[src/rtl/cpu_loader_pkg.sv]
// Shared types, widths and the writeback-signature helper for the CPU program loader.
package cpu_loader_pkg;

  localparam int WORD_W = 32;

  typedef enum logic [2:0] {
    LDR_IDLE     = 3'd0,
    LDR_FILL     = 3'd1,
    LDR_PRE_RST  = 3'd2,
    LDR_BURST    = 3'd3,
    LDR_POST_RST = 3'd4,
    LDR_RUN      = 3'd5,
    LDR_DONE     = 3'd6
  } ldr_state_e;

  // Rotate the running signature left by one, then fold in the new writeback word.
  function automatic logic [WORD_W-1:0] sig_step(input logic [WORD_W-1:0] prev,
                                                 input logic [WORD_W-1:0] data);
    return {prev[WORD_W-2:0], prev[WORD_W-1]} ^ data;
  endfunction

endpackage

[src/rtl/cpu_program_loader_buffer.sv]
// Program word store: DEPTH x 32 register array, one write port and a registered read port.
module loader_buffer
  import cpu_loader_pkg::*;
#(
  parameter int DEPTH = 32,
  parameter int AW    = $clog2(DEPTH)
) (
  input  logic              clk,
  input  logic              Reset,
  input  logic              we,
  input  logic [AW-1:0]     waddr,
  input  logic [WORD_W-1:0] wdata,
  input  logic              re,
  input  logic [AW-1:0]     raddr,
  output logic [WORD_W-1:0] rdata
);

  logic [WORD_W-1:0] mem [DEPTH];

  // Contents survive Reset; the session word count is what invalidates them.
  always_ff @(posedge clk) begin
    if (we) begin
      mem[waddr] <= wdata;
    end
  end

  // Read data is zero whenever no read is requested, so it can drive the CPU directly.
  always_ff @(posedge clk) begin
    if (Reset) begin
      rdata <= '0;
    end else if (re) begin
      rdata <= mem[raddr];
    end else begin
      rdata <= '0;
    end
  end

endmodule

[src/rtl/cpu_program_loader.sv]
// Buffers a program from a valid/ready stream, burst-loads it into the CPU, then runs it.
// Optional writeback signature enabled by defining LOADER_SIG_EN.
module cpu_program_loader
  import cpu_loader_pkg::*;
#(
  parameter int DEPTH      = 32,
  parameter int AW         = $clog2(DEPTH),
  parameter int RUN_CYCLES = 0
) (
  input  logic              clk,
  input  logic              Reset,
  input  logic              start,
  input  logic              in_valid,
  output logic              in_ready,
  input  logic [WORD_W-1:0] in_data,
  input  logic              in_last,
  input  logic [WORD_W-1:0] cpu_out,
  output logic              cpu_reset,
  output logic              load_instructions,
  output logic [WORD_W-1:0] instruction,
  output logic              running,
  output logic              done,
  output logic [AW:0]       word_count
`ifdef LOADER_SIG_EN
  ,
  output logic [WORD_W-1:0] sig
`endif
);

  localparam logic [AW:0] DEPTH_W     = (AW+1)'(DEPTH);
  localparam logic [31:0] RUN_LAST    = 32'(RUN_CYCLES - 1);
  localparam bit          RUN_BOUNDED = (RUN_CYCLES != 0);

  ldr_state_e    state, state_next;
  logic [AW:0]   wc_next;
  logic [AW-1:0] rd_ptr, rd_ptr_next;
  logic [31:0]   run_cnt, run_cnt_next;
  logic          accept;

  assign accept = in_valid && in_ready && (state == LDR_FILL);

  // Next-state, buffer index and run-counter logic.
  always_comb begin
    state_next   = state;
    wc_next      = word_count;
    rd_ptr_next  = rd_ptr;
    run_cnt_next = run_cnt;
    case (state)
      LDR_IDLE, LDR_DONE: begin
        if (start) begin
          state_next = LDR_FILL;
          wc_next    = '0;
        end else begin
          state_next = state;
        end
      end
      LDR_FILL: begin
        if (accept) begin
          wc_next = word_count + (AW+1)'(1);
          if (in_last || (word_count == DEPTH_W - (AW+1)'(1))) begin
            state_next = LDR_PRE_RST;
          end else begin
            state_next = LDR_FILL;
          end
        end else begin
          state_next = LDR_FILL;
        end
      end
      LDR_PRE_RST: begin
        state_next  = LDR_BURST;
        rd_ptr_next = '0;
      end
      LDR_BURST: begin
        if ({1'b0, rd_ptr} == word_count - (AW+1)'(1)) begin
          state_next = LDR_POST_RST;
        end else begin
          rd_ptr_next = rd_ptr + AW'(1);
        end
      end
      LDR_POST_RST: begin
        state_next   = LDR_RUN;
        run_cnt_next = '0;
      end
      LDR_RUN: begin
        run_cnt_next = run_cnt + 32'd1;
        if (RUN_BOUNDED && (run_cnt == RUN_LAST)) begin
          state_next = LDR_DONE;
        end else begin
          state_next = LDR_RUN;
        end
      end
      default: state_next = LDR_IDLE;
    endcase
  end

  // State and registered outputs, decoded from the state being entered so they change on the same edge.
  always_ff @(posedge clk) begin
    if (Reset) begin
      state             <= LDR_IDLE;
      word_count        <= '0;
      rd_ptr            <= '0;
      run_cnt           <= '0;
      in_ready          <= 1'b0;
      cpu_reset         <= 1'b1;
      load_instructions <= 1'b0;
      running           <= 1'b0;
      done              <= 1'b0;
    end else begin
      state             <= state_next;
      word_count        <= wc_next;
      rd_ptr            <= rd_ptr_next;
      run_cnt           <= run_cnt_next;
      in_ready          <= (state_next == LDR_FILL) && (wc_next < DEPTH_W);
      cpu_reset         <= !((state_next == LDR_BURST) || (state_next == LDR_RUN));
      load_instructions <= (state_next == LDR_BURST);
      running           <= (state_next == LDR_RUN);
      done              <= (state_next == LDR_DONE);
    end
  end

  loader_buffer #(.DEPTH(DEPTH), .AW(AW)) u_buf (
    .clk   (clk),
    .Reset (Reset),
    .we    (accept && !Reset),
    .waddr (word_count[AW-1:0]),
    .wdata (in_data),
    .re    (state_next == LDR_BURST),
    .raddr (rd_ptr_next),
    .rdata (instruction)
  );

`ifdef LOADER_SIG_EN
  // Signature restarts with each load and accumulates only while the CPU runs.
  always_ff @(posedge clk) begin
    if (Reset) begin
      sig <= '0;
    end else if ((state == LDR_FILL) && (state_next == LDR_PRE_RST)) begin
      sig <= '0;
    end else if (state == LDR_RUN) begin
      sig <= sig_step(sig, cpu_out);
    end else begin
      sig <= sig;
    end
  end
`else
  logic unused_cpu_out;
  assign unused_cpu_out = ^cpu_out;
`endif

endmodule

[config.mk]
export PLATFORM = sky130hd
export DESIGN_NAME = cpu_program_loader
export DESIGN_NICKNAME = d
export VERILOG_FILES = /design/src/rtl/cpu_loader_pkg.sv /design/src/rtl/cpu_program_loader_buffer.sv /design/src/rtl/cpu_program_loader.sv
export SDC_FILE = /design/constraint.sdc
export NUM_CORES = 1
export LEC_CHECK = 0
export CAP_MARGIN = 15
export CORE_MARGIN = 3
export CORE_UTILIZATION = 50
export CTS_CLUSTER_SIZE = 20
export DETAILED_ROUTE_END_ITERATION = 8
export PLACE_DENSITY_LB_ADDON = 0.05
export SYNTH_ARGS = -nofsm -noshare
export SYNTH_HDL_FRONTEND = slang
export SYNTH_SLANG_ARGS = --single-unit
[constraint.sdc]
create_clock -name clk -period 5.1 [get_ports clk]
set_input_delay 1.02 -clock clk [delete_from_list [all_inputs] [get_ports clk]]
set_output_delay 1.02 -clock clk [all_outputs]
set_load 0.03 [all_outputs]
==> reports/results.md, run 1 <==
### Route
• **total detailed-routing wirelength** 125500 um
• **initial drt markers** 2901
• **antenna viol nets, final** 0
• **average via count per standard cell** 6.149
• **routed length per placed instance** 29.29 um
• **drt pass-1 iters** 5
• **vias** 26.34k
• **Remaining DRCs** 0

### CTS
• **TritonCTS buffer count** 111
• **Post-CTS Hold Buffers** 0
• **clock latency reported for the late side of the worst-skew pair** 0.67 ns
• **count of buffers added by post-CTS timing repair for setup** 0
• **Clock Pin Slew Worst Setup and Hold Paths** 0.06 ns
• **Post-CTS Resized** 0
• **clock tree from TritonCTS** built
• **deepest clock path buffer count** 3
• **root buffer cell** clkbuf_16
• **H-Tree Depth** 3
• **clock sink count** 1075

### Pwr
• **clock network fraction of design power** 0.444
• **share of total power consumed by net switching** 0.2013
• **maximum ir drop on the vdd rail** 364.5 uV
• **sequential fraction of design power** 0.529
• **pwr dens** 369.0 mW/mm2
• **static leakage** 17.02 nW
• **total internal power** 14.63 mW
• **combinational share of power** 0.027
• **Net Switching** 3.689 mW

### Yosys
• **post-synthesis cell count** 2966
• **share of the synthesized area in the top cell type** 0.7130
• **complex-gate fraction of the synthesized area** 0.09762
• **simple-gate area share of the yosys netlist** 0.08062
• **most instantiated flip-flop cell in the synthesis netlist** edfxtp_1
• **top post-synthesis cells by area** edfxtp_1, nand2_1, a211oi_1
• **sequential area share after synthesis** 0.7366
• **post-synth net total** 3040
• **combinational family with the most area after synthesis** compound AO/OA/AOI/OAI gates
• **Yosys top cell by area** edfxtp_1
• **most frequent cell after synthesis** edfxtp_1
• **share of synthesized flip-flops with an asynchronous set or reset** 0
• **fraction of synthesized cell area in xor and xnor cells** 0.001422
• **distinct cell type count of the synthesized netlist** 60
• **multiplexer share of the synthesized area** 0.04732
• **post-synthesis adder-cell area fraction** 0.001451
• **count of warnings emitted by yosys** 0
• **number of synthesized flops with an enable pin** 1024
• **Cell Area, Synth** 0.04313 mm2
• **top cell types by occurrence after synthesis** edfxtp_1, nand2_1, a211oi_1
• **number of register bits inferred by synthesis** 1075
• **Post-Syn Area per Cell** 14.54 um2

### STA
• **post-route clock period utilization** 0.9055
• **maximum achievable frequency** 216.5 MHz
• **total negative slack** 0 ns
• **unrepaired setup endpoints after global routing** false
• **worst hold margin** 0.6570 ns
• **number of max-slew violations in the final report** 0
• **maximum clock skew at final layout** 0.01917 ns
• **Least-Margin Pin Slew** 1.086 ns
• **Setup Viol. Count Final** 0
• **shortest clock period the worst path allows after layout** 4.618 ns
• **endpoints failing hold** 0
• **relative max-transition margin** 0.2736

### Die
• **initial core utilization** 0.5057
• **die area** 0.08982 mm2
• **DIE HEIGHT** 299.7 um
• **Die Wd** 299.7 um
• **Site Rows** 107
• **number of ports placed on the die boundary** 112
• **core box area** 0.08528 mm2

### Hold path
• **worst hold path type** reg2reg
• **hold depth** 2

### Setup path
• **data arrival time of the critical path** 5.21 ns
• **element type at the critical path end** flop
• **required time at the worst-slack endpoint** 5.69 ns
• **Crit Path Class** reg2reg
• **reg2reg path depth** 13
• **kind of start point of the critical path** flop
• **worst-path maximum fanout** 64

### Status
• **status** finished, final reports clean

### Placed design
• **number of placed instances with taps included** 4065
• **weighted congestion at the end of routability-driven global placement** 0.7752
• **count of input and output buffers** 79
• **sum of net half-perimeters after detailed placement** 59650 um

### Final layout
• **proportion of layout cells with a drive suffix above 1** 0.1324
• **core occupancy in the finished layout** 0.5823
• **fin cells** 4284
• **Post-layout nets** 3114
• **synth-to-layout area growth** 15.13%

### Global route
• **number of antenna violations at the first check in global routing** 8
• **gr ovfl total** 0
• **maximum number of pins on one net before global-route repair** 121
• **vias in the first global route** 25.22k
• **first-pass GRT wire length** 179200 um
• **Overall Global Routing Usage** 0.2771

### Job
• **max_cap viols** 0

flip-flops by register name, summed over array words and instances (netlist names):
signal,flops
load_instructions,1
in_ready,1
u_buf.rdata,32
cpu_reset,1
running,1
done,1
state,3
rd_ptr,5
u_buf.mem,1024
word_count,6
path summary, 6_finish.rpt:
path                         end  slack, ns          start
setup / recovery  u_buf.rdata[3]       0.48  word_count[0]
setup reg to reg  u_buf.rdata[3]       0.48  word_count[0]
hold reg to reg    word_count[5]       0.66  word_count[5]
hold / removal     word_count[5]       0.66  word_count[5]
power groups by stage:
stage	sequential, mW	clock, mW	combinational (mW)
4_1_cts	9.69	8.25	0.490
2_1_floorplan	9.88	0	0.237
6_report	9.69	8.13	0.502
3_5_place_dp	9.88	0	0.488
3_3_place_gp	9.88	0	0.474
5_1_grt	9.69	8.64	0.543
cell type report:
cell class	count	area, um2
antenna	5	12.51
clock buffer	152	3062
clock inverter	56	623.1
fill	6591	35630
inverter	130	488.0
multi-input combinational	1546	10210
sequential	1075	31770
tap	1144	1431
timing repair buffer	176	2049
logic make-up after synthesis:
logic type                 count (synthesis)
AOI/OAI and AO/OA                        559
xor gates and xnor gates                   7
adders and majority gates                  5
buffers and inverters                    345
DFF                                     1075
muxes                                    196
and+or+nand+nor                          779
layer usage:
metal  part of all wire  vias up  global-route usage
met4              0.029        0             0.08038
met1               0.43    13570              0.3967
li1                   -    11540                   -
met2               0.47     1039              0.4443
met3              0.069      197             0.04253
met5                  0        -                   0
worst max-delay path, cell delays in order (launching register included):
cell and delay, ns:
dfxtp_1 0.57, inv_1 0.14, ha_1 0.28, and2_1 0.19, a211o_1 0.31, a32o_1 0.34
a211oi_4 0.50, a21o_4 0.48, buf_4 0.65, a2111oi_0 0.24, a311oi_1 0.38, nor4_1 0.12
buf_4 0.18, nor4_2 0.11
cell usage in the layout (no fill, tap or decap), types with 6 or more instances in the layout:
cell type,Yosys,layout
a2111oi_0,32,32
a211oi_1,216,216
a21oi_1,101,100
a22o_1,31,31
a311oi_1,122,122
buf_12,0,35
buf_4,7,56
bufinv_16,0,12
clkbuf_1,133,28
clkbuf_16,0,114
clkbuf_8,0,13
clkdlybuf4s50_1,0,79
clkinv_1,0,13
clkinv_2,0,20
dfxtp_1,51,50
edfxtp_1,1024,1024
inv_1,130,130
mux2_2,63,63
mux2i_1,133,133
nand2_1,514,510
nand3_1,71,70
nor2_1,73,39
nor2_4,0,34
nor3_1,35,35
nor4_1,30,30
nor4_2,30,30
o21ai_0,10,10
o22ai_1,6,6
stage by stage:
stage / power (mW) / worst slack, ns / area (um2)
2_1_floorplan: 10.12 / 1.329 / 43130
3_3_place_gp: 10.35 / 0.6577 / 45820
3_5_place_dp: 10.37 / 0.5826 / 45820
4_1_cts: 18.43 / 0.5660 / 49510
5_1_grt: 18.87 / 0.2008 / 49650
6_report: 18.32 / 0.4819 / 49660
(Power assumes the default switching activity.)
==> run 2: changes to the inputs <==
--- a/config.mk
+++ b/config.mk
@@ -10,6 +10,7 @@
 export CORE_UTILIZATION = 50
 export CTS_CLUSTER_SIZE = 20
 export DETAILED_ROUTE_END_ITERATION = 8
+export GPL_ROUTABILITY_DRIVEN = 1
 export PLACE_DENSITY_LB_ADDON = 0.05
 export SYNTH_ARGS = -nofsm -noshare
 export SYNTH_HDL_FRONTEND = slang
==> results of run 2 <==
The final DEF is identical to that of run 1; final timing and power are the same.
